===== config.mk =====
export PLATFORM = sky130hd
export DESIGN_NAME = bin2bcd_seq_flat
export DESIGN_NICKNAME = d
export VERILOG_FILES = /design/src/rtl/display_pkg.sv /design/src/rtl/bin2bcd_seq_if.sv /design/src/rtl/bin2bcd_seq_dd_adj3.sv /design/src/rtl/bin2bcd_seq.sv /design/src/flat_wrapper.sv
export SDC_FILE = /design/constraint.sdc
export NUM_CORES = 1
export LEC_CHECK = 0
export CAP_MARGIN = 10
export CELL_PAD_IN_SITES_DETAIL_PLACEMENT = 1
export CELL_PAD_IN_SITES_GLOBAL_PLACEMENT = 1
export CORE_MARGIN = 3
export CORE_UTILIZATION = 36
export DETAILED_ROUTE_END_ITERATION = 12
export PLACE_DENSITY_LB_ADDON = 0.1
export SYNTH_ARGS = -nofsm -noshare
export SYNTH_HDL_FRONTEND = slang
export SYNTH_HIERARCHICAL = 1
export SYNTH_SLANG_ARGS = --single-unit

===== constraint.sdc =====
create_clock -name clk -period 1.6 [get_ports clk]
set_input_delay 0.4 -clock clk [delete_from_list [all_inputs] [get_ports clk]]
set_output_delay 0.4 -clock clk [all_outputs]
set_load 0.005 [all_outputs]

===== src/rtl/display_pkg.sv =====
// Shared display constants and types for the binary-to-BCD converter and its neighbours.
// Holds the digit count, saturation limit, double-dabble iteration count, FSM states and BCD word type.
package display_pkg;

    localparam int BCD_DIGITS = 4;
    localparam int DISP_MAX   = 9999;
    localparam int DD_ITER    = 14;
    localparam int BCD_W      = 4 * BCD_DIGITS;

    typedef logic [BCD_W-1:0] bcd_t;

    typedef enum logic [1:0] {
        IDLE  = 2'd0,
        SHIFT = 2'd1,
        DONE  = 2'd2
    } state_t;

    // Bit k set when digit k and every digit above it are zero; the units digit is never blanked.
    function automatic logic [BCD_DIGITS-1:0] lead_zero_mask(input bcd_t v);
        logic [BCD_DIGITS-1:0] m;
        logic                  all_zero;
        m        = '0;
        all_zero = 1'b1;
        for (int k = BCD_DIGITS - 1; k >= 1; k--) begin
            all_zero = all_zero & (v[4*k +: 4] == 4'd0);
            m[k]     = all_zero;
        end
        return m;
    endfunction

endpackage


===== src/rtl/bin2bcd_seq_if.sv =====
// Bus between the display register (master) and the bin2bcd_seq converter (slave).
// Optional blank_o is present only when BIN2BCD_BLANK_EN is defined.
interface bin2bcd_seq_if
    import display_pkg::*;
#(
    parameter int IN_W = 32
) ();

    // Handshake: a request is start=1 with bin_i valid; it is taken on the first clock edge
    // where busy=0, otherwise dropped (no queuing). done pulses for one cycle when the
    // result outputs update, and bcd_o/ovf_o then hold until the next done.
    logic            start;
    logic [IN_W-1:0] bin_i;
    logic            busy;
    logic            done;
    bcd_t            bcd_o;
    logic            ovf_o;
    state_t          dbg_state;
`ifdef BIN2BCD_BLANK_EN
    logic [BCD_DIGITS-1:0] blank_o;

    modport master (
        output start, bin_i,
        input  busy, done, bcd_o, ovf_o, dbg_state, blank_o
    );

    modport slave (
        input  start, bin_i,
        output busy, done, bcd_o, ovf_o, dbg_state, blank_o
    );
`else
    modport master (
        output start, bin_i,
        input  busy, done, bcd_o, ovf_o, dbg_state
    );

    modport slave (
        input  start, bin_i,
        output busy, done, bcd_o, ovf_o, dbg_state
    );
`endif

endinterface


===== src/rtl/bin2bcd_seq_dd_adj3.sv =====
// Double-dabble nibble corrector: adds 3 to a BCD digit of 5 or more before the next left shift.
module dd_adj3 (
    input  logic [3:0] i_nib,
    output logic [3:0] o_nib
);

    assign o_nib = (i_nib >= 4'd5) ? (i_nib + 4'd3) : i_nib;

endmodule


===== src/rtl/bin2bcd_seq.sv =====
// Sequential saturating binary-to-4-digit-BCD converter (double dabble, 15-cycle latency).
// Define BIN2BCD_BLANK_EN to add the registered leading-zero blanking output blank_o.
module bin2bcd_seq
    import display_pkg::*;
#(
    parameter int IN_W = 32
) (
    input  logic          clk,
    input  logic          rst,
    bin2bcd_seq_if.slave  bus
);

    localparam int                CNT_W  = $clog2(DD_ITER + 1);
    localparam logic [IN_W-1:0]   MAX_IN = IN_W'(DISP_MAX);

    state_t             r_state;
    state_t             w_next_state;
    logic [CNT_W-1:0]   r_cnt;
    logic [DD_ITER-1:0] r_sat;
    bcd_t               r_scratch;
    logic               r_ovf_next;
    bcd_t               r_bcd;
    logic               r_ovf;
    bcd_t               w_adj;
    logic               w_over;
    logic [DD_ITER-1:0] w_sat_in;
`ifdef BIN2BCD_BLANK_EN
    logic [BCD_DIGITS-1:0] r_blank;
`endif

    // Values above DISP_MAX clamp to it, so the 14-bit shift register always suffices.
    assign w_over   = (bus.bin_i > MAX_IN);
    assign w_sat_in = w_over ? DD_ITER'(DISP_MAX) : bus.bin_i[DD_ITER-1:0];

    for (genvar g = 0; g < BCD_DIGITS; g++) begin : g_adj
        dd_adj3 u_adj (
            .i_nib (r_scratch[4*g +: 4]),
            .o_nib (w_adj[4*g +: 4])
        );
    end

    always_ff @(posedge clk or posedge rst) begin
        if (rst) begin
            r_state <= IDLE;
        end else begin
            r_state <= w_next_state;
        end
    end

    // SHIFT lingers one cycle at count 0 so the result lands on the edge entering DONE.
    always_comb begin
        w_next_state = r_state;
        case (r_state)
            IDLE:    if (bus.start) w_next_state = SHIFT;
            SHIFT:   if (r_cnt == '0) w_next_state = DONE;
            DONE:    w_next_state = IDLE;
            default: w_next_state = IDLE;
        endcase
    end

    always_comb begin
        bus.busy      = (r_state != IDLE);
        bus.done      = (r_state == DONE);
        bus.dbg_state = r_state;
        bus.bcd_o     = r_bcd;
        bus.ovf_o     = r_ovf;
`ifdef BIN2BCD_BLANK_EN
        bus.blank_o   = r_blank;
`endif
    end

    always_ff @(posedge clk or posedge rst) begin
        if (rst) begin
            r_cnt      <= '0;
            r_sat      <= '0;
            r_scratch  <= '0;
            r_ovf_next <= 1'b0;
            r_bcd      <= '0;
            r_ovf      <= 1'b0;
`ifdef BIN2BCD_BLANK_EN
            r_blank    <= 4'b1110;
`endif
        end else begin
            case (r_state)
                IDLE: begin
                    if (bus.start) begin
                        r_sat      <= w_sat_in;
                        r_ovf_next <= w_over;
                        r_scratch  <= '0;
                        r_cnt      <= CNT_W'(DD_ITER);
                    end
                end
                SHIFT: begin
                    if (r_cnt != '0) begin
                        r_scratch <= {w_adj[BCD_W-2:0], r_sat[DD_ITER-1]};
                        r_sat     <= {r_sat[DD_ITER-2:0], 1'b0};
                        r_cnt     <= r_cnt - 1'b1;
                    end else begin
                        r_bcd     <= r_scratch;
                        r_ovf     <= r_ovf_next;
`ifdef BIN2BCD_BLANK_EN
                        r_blank   <= lead_zero_mask(r_scratch);
`endif
                    end
                end
                default: begin
                end
            endcase
        end
    end

endmodule


===== src/flat_wrapper.sv =====
// flat-port wrapper written by rule: the top's interface ports become plain ports
module bin2bcd_seq_flat import display_pkg::*;
#(
    parameter int IN_W = 32
)
  (clk, rst, bus_start, bus_bin_i, bus_busy, bus_done, bus_bcd_o, bus_ovf_o, bus_dbg_state);
  bin2bcd_seq_if #(.IN_W(IN_W)) bus_i ();
  input  logic clk;
  input  logic rst;
  input wire logic [$bits(bus_i.start)-1:0] bus_start;
  input wire logic [$bits(bus_i.bin_i)-1:0] bus_bin_i;
  output wire logic [$bits(bus_i.busy)-1:0] bus_busy;
  output wire logic [$bits(bus_i.done)-1:0] bus_done;
  output wire logic [$bits(bus_i.bcd_o)-1:0] bus_bcd_o;
  output wire logic [$bits(bus_i.ovf_o)-1:0] bus_ovf_o;
  output wire logic [$bits(bus_i.dbg_state)-1:0] bus_dbg_state;
  assign bus_i.start = bus_start;
  assign bus_i.bin_i = bus_bin_i;
  assign bus_busy = bus_i.busy;
  assign bus_done = bus_i.done;
  assign bus_bcd_o = bus_i.bcd_o;
  assign bus_ovf_o = bus_i.ovf_o;
  assign bus_dbg_state = bus_i.dbg_state;
  bin2bcd_seq #(.IN_W(IN_W)) u_core (.clk(clk), .rst(rst), .bus(bus_i));
endmodule

After elaboration in Yosys (flattened, before gate mapping)
Index checks and enable logic that the tools add are counted.
{"block": "word_totals", "reg_bits": 54, "wordCells": 49}
{"block": "op_classes", "add_sub_neg": 5, "order_cmp": 5, "eq_ne": 5, "mux": 17, "bitwise_logic": 1, "reduce_logical": 9}
{"cell": "14-bit two-way mux", "n": 3}
{"cell": "32-bit by 14-bit > comparator with 1-bit output, second input constant", "n": 1}
{"cell": "16-bit two-way mux", "n": 2}
{"cell": "16-bit one-hot mux with 2 select lines", "n": 1}
{"cell": "14-bit one-hot mux with 2 select lines", "n": 1}
{"cell": "4-bit two-way mux", "n": 5}
{"cell": "4-bit by 3-bit greater-or-equal comparator with 1-bit output, second input constant", "n": 4}
{"cell": "4-bit by 2-bit adder with 4-bit output, second input constant", "n": 3}
{"cell": "4-bit one-hot mux with 2 select lines", "n": 1}
{"cell": "2-bit AND reduction", "n": 3}
{"cell": "4-bit logical NOT", "n": 1}
{"cell": "2-bit two-way mux", "n": 2}
{"cell": "2-bit by 1-bit != test with 1-bit output, second input constant", "n": 2}
{"cell": "2-bit one-hot mux with 2 select lines", "n": 1}
{"cell": "2-bit nonzero test", "n": 2}
{"cell": "4-bit nonzero test", "n": 1}
{"cell": "4-bit by 1-bit subtractor with 4-bit output, second input constant", "n": 1}
{"cell": "3-bit by 2-bit adder with 3-bit output, second input constant", "n": 1}
{"cell": "3-bit two-way mux", "n": 1}
{"cell": "3-bit AND reduction", "n": 1}
{"cell": "2-bit by 1-bit equality test with 1-bit output, second input constant", "n": 1}
{"cell": "2-bit equality test, second input constant", "n": 1}
{"cell": "2-bit logical NOT", "n": 1}
{"cell": "2-bit != test, second input constant", "n": 1}
{"cell": "1-bit NOT", "n": 1}

Longest topological paths before layout
Gate-level depths: netlist of run 1.
{"block": "logic_depth", "word_depth": 4, "depth_mapped": 8}

By module
Netlist of run 1, hierarchy kept.
{"mod": "bin2bcd_seq", "instances": 1, "cells_each": 229, "area_each_um2": 2514.9}
{"mod": "dd_adj3", "instances": 4, "cells_each": 16, "area_each_um2": 101.3}

Worst setup path after synthesis of run 1
No wires, ideal clock.
{"block": "synth_timing", "path_type": "register -> register", "start": "reg u_core.r_cnt[0]", "end": "reg u_core.r_sat[1]", "setup_time_ns": 0.133, "arrival_ns": 1.557, "required_time_ns": 1.467, "slack_ns": -0.090, "stages_incl_launch_ff": 9, "period_less_slack_ns": 1.690, "cell_sequence": "dfrtp_1 inv_1 ha_1 nor3b_2 a211o_4 clkinv_8 buf_12 mux2i_1 a31oi_1"}
{"block": "synth_via", "elab_chain_len": 3}
{"item": "start: declaration", "line": "bin2bcd_seq.sv:18", "text": "logic [CNT_W-1:0] r_cnt;"}
{"item": "start signal: assignment", "line": "bin2bcd_seq.sv:90", "text": "r_cnt <= CNT_W'(DD_ITER);"}
{"item": "start signal: assignment", "line": "bin2bcd_seq.sv:97", "text": "r_cnt <= r_cnt - 1'b1;"}
{"item": "4-bit nonzero test", "line": "bin2bcd_seq.sv:94", "text": "if (r_cnt != '0) begin"}
{"item": "2-bit by 1-bit != test with 1-bit output (no source line)"}
{"item": "3-bit AND reduction (no source line)"}
{"item": "end signal: assignment", "line": "bin2bcd_seq.sv:87", "text": "r_sat <= w_sat_in;"}
{"item": "end signal: assignment", "line": "bin2bcd_seq.sv:96", "text": "r_sat <= {r_sat[DD_ITER-2:0], 1'b0};"}
{"item": "end: declaration", "line": "bin2bcd_seq.sv:19", "text": "logic [DD_ITER-1:0] r_sat;"}
Every way passes these cells.
A chain may end at the register's enable or synchronous reset.

Worst setup path in the final report of run 1
{"block": "layout_timing", "start": "reg u_core.r_cnt[1]", "end": "reg u_core.r_sat[11]"}
Same word-level chain as after synthesis.

==> reports/results.ini, run 1 <==
[run_status]
status = finished, violations left
violations = negative setup slack

[place]
place_inst = 472
place.gp.congestion = 0.743
place_hpwl_um = 5270
port_buffers = 55

[timing]
slew_violations = 0
skew_ns = 0.00714
setup_viol = 34
fin_crit_sh = 1.07
worst_slew_pin_slew_ns = 0.527
timing.fmax_ghz = 0.585
rsz0062_at_grt = yes
setup_slack_ns = -0.109
hold_viol_final = 0
post-route-min-period_ns = 1.71
timing.hold.ws_ns = 0.500
worst_slew_margin_rel = 0.646

[final_layout]
nets = 437
finalNonFillerCells = 496
num_antenna_cells = 0
area_delta_synth_final_pct = 46.9
final_common_cell = nand2_1
regArea_sq_um = 1350
layout-drive-gt1-share = 0.282
nFillCells = 881
multiInputGateArea_sq_um = 1540
final_cell_mix = nand2_1 (56), dfrtp_1 (53), buf_4 (40)

[floorplanning]
dieArea_sq_um = 9170
die_x_um = 95.8
ios = 56
chipHeight_um = 95.8
rows = 32
start_util = 0.373
core_area_sq_um = 7770

[global_route]
grt_start_max_net_pins = 55
overflow = 0
grt_pass1_vias = 2553
grt_pass1_wl_um = 12500
antenna_found_initial = 0
grt.total_usage = 0.174

[worst_setup_path]
worstPathArrival_ns = 1.91
worstReg2RegEnd = u_core/r_sat[11]$_DFFE_PP0P_
worstSetupPathType = flip-flop to flip-flop
rrSetupSlack_ns = -0.11
rr_worst_depth = 7
crit_path_end_kind = flip-flop
crit_fanout = 8
worstPathRequired_ns = 1.80
cp-start-kind = flip-flop
reg2reg_from = u_core/r_cnt[1]$_DFFE_PP0P_

[synth]
syn_nets = 333
syn_area_per_cell_sq_um = 10.0
syn_inst = 289
synthesis.area_sq_um = 2900
ys_warn_count = 6

[job]
max-cap-violations = 0

[clock_tree]
cts_tree = yes
cts_buffers = 5
root_buffer = clkbuf_8
cts.sinks = 54
clkTransAtPathRegs_ns = 0.10
cts_buffer_depth = 2
hold_buffers = 0
clock_latency_ns = 0.31
htree_num_levels = 2

[routing]
drt-initial-drc-count = 64
ant_nets = 0
vias = 2469
wl_per_cell_um = 15.4
drtPass1Iterations = 4
wirelength_um = 7630
viasPerCell = 4.98
drc = 0

[power_and_ir_drop]
power_frac_comb = 0.576
p_sw_frac = 0.407
cellLeakagePower_nw = 2.28
ir_worst_vdd_mv = 0.830
internal_power_w = 0.00468
clockPowerShare = 0.100
cellPowerDensity_nw_per_um2 = 1850
p_seq_frac = 0.324
netSwitchingPower_w = 0.00321

[hold_path]
hold_class = input port to asynchronous set/reset pin

## critical path, stage by stage, from the launching register on
cell      delay (ns)
dfrtp_1         0.40
inv_1           0.07
ha_2            0.17
nor3b_4         0.22
a211o_4         0.28
clkinv_8        0.11
mux2i_1         0.14
a41o_1          0.21
## power groups by stage
stage,Combinational (W),Sequential (W),Clock (W)
2_1_floorplan,0.00266,0.00248,0
3_3_place_gp,0.00401,0.00254,0
3_5_place_dp,0.00421,0.00257,0
4_1_cts,0.00441,0.00255,0.000809
5_1_grt,0.00510,0.00265,0.000870
6_report,0.00454,0.00255,0.000787
## metrics by stage
stage	util	cell area [sq um]	setup TNS, ns	power [W]	worst slack, ns
after global placement	0.494	3840	-9.10	0.00655	-0.561
after global routing	0.548	4260	-5.11	0.00861	-0.209
after detailed placement	0.494	3840	-10.00	0.00679	-0.580
final	0.548	4260	-1.30	0.00788	-0.109
after CTS	0.534	4150	-1.12	0.00777	-0.125
after floorplan	-	2910	-0.100	0.00514	-0.0334
## per-layer routing
layer | track usage | wire length, um | up-vias
met5 | 0 | 0 | -
met4 | 0.0498 | 95 | 0
met3 | 0.0274 | 235 | 9
met2 | 0.291 | 3850 | 40
met1 | 0.235 | 3450 | 1226
li1 | - | - | 1194
## worst max path at each step
stage / start / end / slack (ns)
final: u_core/r_cnt[1]$_DFFE_PP0P_ / u_core/r_sat[11]$_DFFE_PP0P_ / -0.11
after floorplan: u_core/r_cnt[1]$_DFFE_PP0P_ / u_core/r_sat[1]$_DFFE_PP0P_ / -0.03
after CTS: u_core/r_cnt[1]$_DFFE_PP0P_ / u_core/r_sat[11]$_DFFE_PP0P_ / -0.12
after global routing: u_core/r_cnt[0]$_DFFE_PP0P_ / u_core/r_sat[11]$_DFFE_PP0P_ / -0.21
after global placement: bus_bin_i[12] / u_core/r_ovf_next$_DFFE_PP0P_ / -0.56
after detailed placement: bus_bin_i[12] / u_core/r_sat[0]$_DFFE_PP0P_ / -0.58
## sequential cells by signal (all words and copies together) (netlist names)
register              count
u_core/bus.bcd_o         16
u_core/bus.dbg_state      2
u_core/bus.ovf_o          1
u_core/r_cnt              4
u_core/r_ovf_next         1
u_core/r_sat             14
u_core/r_scratch         16
## cell type report
type / instances / share of cell area
inverter: 19 / 0.0206
tap: 102 / 0.0300
multi-input combinational: 205 / 0.361
clock inverter: 2 / 0.00323
sequential: 54 / 0.317
clock buffer: 6 / 0.0170
timing repair buffer: 107 / 0.247
timing repair inverter: 1 / 0.00382
## repair_timing
action | in CTS | in global routing
buffers inserted | 10 | 4
pin swaps | 12 | 8
resized for setup | 47 | 30
gates cloned | 2 | 1
endpoints found under the setup margin | 48 | 72
(Power assumes the default switching activity.)
==> run 2: changes to the inputs <==
Settings changed: CTS_CLUSTER_DIAMETER from default to 30, REMOVE_ABC_BUFFERS from default to 1.
==> run 2 against run 1 <==
Net effect: critical path depth is 1 higher; non-clock buffer count is 2 higher; count of clock-buffer cells in the layout is 1 lower; largest cell class unchanged; fmax is 3.0% lower; clock power is 22% higher; cell count is 0.60% higher; the flow still finishes with violations (negative setup slack); cell area is 2.3% higher; global-route usage is 0.45 points higher; worst hold slack worse by 0.063 ns; sequential power hardly changed.
==> reports/results.ini, run 2 (synthesized netlist as in run 1, its figures left out) <==
[routing]
viasPerCell = 5.03
drt-initial-drc-count = 123
drc = 0
drtPass1Iterations = 4
wl_per_cell_um = 15.8
wirelength_um = 7860
ant_nets = 0
vias = 2509

[worst_setup_path]
worstPathRequired_ns = 1.81
rrSetupSlack_ns = -0.16
worstPathArrival_ns = 1.97
worstSetupPathType = flip-flop to flip-flop
cp-start-kind = flip-flop
crit_fanout = 7
reg2reg_from = u_core/r_cnt[0]$_DFFE_PP0P_
crit_path_end_kind = flip-flop
worstReg2RegEnd = u_core/bus.bcd_o[6]$_DFFE_PP0P_
rr_worst_depth = 8

[clock_tree]
htree_num_levels = 2
cts_tree = yes
clkTransAtPathRegs_ns = 0.11
root_buffer = clkbuf_8
hold_buffers = 0
clock_latency_ns = 0.32
cts.sinks = 54
cts_buffers = 5
cts_buffer_depth = 2

[final_layout]
layout-drive-gt1-share = 0.307
final_common_cell = nand2_1
nFillCells = 845
area_delta_synth_final_pct = 50.3
final_cell_mix = nand2_1 (56), dfrtp_1 (53), buf_4 (42)
num_antenna_cells = 0
fin_util = 0.561
nets = 440
design_area_sq_um = 4360

[power_and_ir_drop]
clockPowerShare = 0.115
internal_power_w = 0.00500
p_sw_frac = 0.398
p_total_w = 0.00831
power_frac_comb = 0.580
cellPowerDensity_nw_per_um2 = 1910
ir_worst_vdd_mv = 1.07
p_seq_frac = 0.304
netSwitchingPower_w = 0.00331
cellLeakagePower_nw = 2.35

[global_route]
overflow = 0
grt_start_max_net_pins = 55
antenna_found_initial = 0
grt_pass1_wl_um = 12900
grt.total_usage = 0.179
grt_pass1_vias = 2704

[floorplanning]
dieArea_sq_um = 9170
die_x_um = 95.8
rows = 32
chipHeight_um = 95.8
ios = 56
start_util = 0.373
core_area_sq_um = 7770

[timing]
timing.fmax_ghz = 0.568
hold_viol_final = 0
skew_ns = 0.0151
rsz0062_at_grt = yes
slew_violations = 0
setup_viol = 35
setup_slack_ns = -0.161
post-route-min-period_ns = 1.76
fin_crit_sh = 1.10
fin_setup_tns_ns = -4.13
worst_slew_margin_rel = 0.791
worst_slew_pin_slew_ns = 0.313

[place]
place.gp.congestion = 0.762
port_buffers = 55
place_hpwl_um = 4980
dpl-instance-area_sq_um = 3860

[run_status]
violations = negative setup slack
status = finished, violations left

[hold_path]
hold_class = input port to asynchronous set/reset pin

[job]
max-cap-violations = 0

## run 2: changes by cell type in the layout (fill, tap and decap cells not counted), sizes merged, moves of 2 or more
cell,delta
buf,+2
inv,+2
dlymetal6s2s,+3
dlygate4sd2,-5
## run 2: area by class of cell
| class | instances | area (sq um) | area share |
|---|---|---|---|
| Tap cell | 102 | 128 | 0.0293 |
| Clock buffer | 5 | 68.8 | 0.0158 |
| Sequential cell | 54 | 1350 | 0.310 |
| Multi-Input combinational cell | 205 | 1570 | 0.359 |
| Inverter | 19 | 83.8 | 0.0192 |
| Timing Repair inverter | 2 | 17.5 | 0.00402 |
| Clock inverter | 3 | 47.5 | 0.0109 |
| Timing Repair Buffer | 109 | 1090 | 0.251 |
## run 2: power by group through the flow
| stage | clock [W] | sequential (W) | combinational [W] |
|---|---|---|---|
| 5_1_grt | 0.00105 | 0.00262 | 0.00541 |
| 3_3_place_gp | 0 | 0.00254 | 0.00402 |
| 2_1_floorplan | 0 | 0.00247 | 0.00251 |
| 3_5_place_dp | 0 | 0.00255 | 0.00420 |
| 6_report | 0.000959 | 0.00253 | 0.00482 |
| 4_1_cts | 0.000993 | 0.00252 | 0.00449 |
## run 2: how the worst max path moves through the flow
stage | from | depth (start not counted) | endpoint
final | u_core/r_cnt[0]$_DFFE_PP0P_ | 8 | u_core/bus.bcd_o[6]$_DFFE_PP0P_
after global routing | u_core/r_cnt[0]$_DFFE_PP0P_ | 7 | u_core/r_sat[4]$_DFFE_PP0P_
after CTS | u_core/r_cnt[1]$_DFFE_PP0P_ | 7 | u_core/r_sat[4]$_DFFE_PP0P_
after detailed placement | bus_bin_i[12] | 6 | u_core/r_sat[5]$_DFFE_PP0P_
after global placement | bus_bin_i[12] | 6 | u_core/r_sat[5]$_DFFE_PP0P_
after floorplan | u_core/bus.dbg_state[1]$_DFFE_PP0P_ | 3 | u_core/bus.bcd_o[0]$_DFFE_PP0P_
## run 2: repair_timing
item / 4_1_cts / 5_1_grt
resized for setup: 48 / 44
cloned: 4 / 1
endpoints found under the setup margin: 58 / 70
pin swaps: 12 / 10
buffers inserted: 10 / 9
## run 2: worst max-delay path: stages (launching register included)
cell     delay, ns
dfrtp_1       0.41
inv_2         0.08
ha_4          0.14
nor3b_4       0.25
buf_4         0.16
buf_6         0.10
nand2_8       0.07
buf_12        0.16
mux2_2        0.27
## run 2: per-stage QoR
stage / hold slack, ns / setup WS (ns) / cells
final: 0.436 / -0.161 / 499
after detailed placement: 0.493 / -0.484 / 473
after global routing: 0.476 / -0.218 / 499
after floorplan: 0.455 / -0.144 / 278
after global placement: 0.487 / -0.441 / 473
after CTS: 0.462 / -0.151 / 494
## run 2: per-layer routing
layer / track usage / vias to the layer above / wire length, um
li1: - / 1200 / -
met1: 0.234 / 1262 / 3460
met2: 0.311 / 42 / 4050
met3: 0.0352 / 5 / 299
met4: 0.0296 / 0 / 53
met5: 0 / - / 0
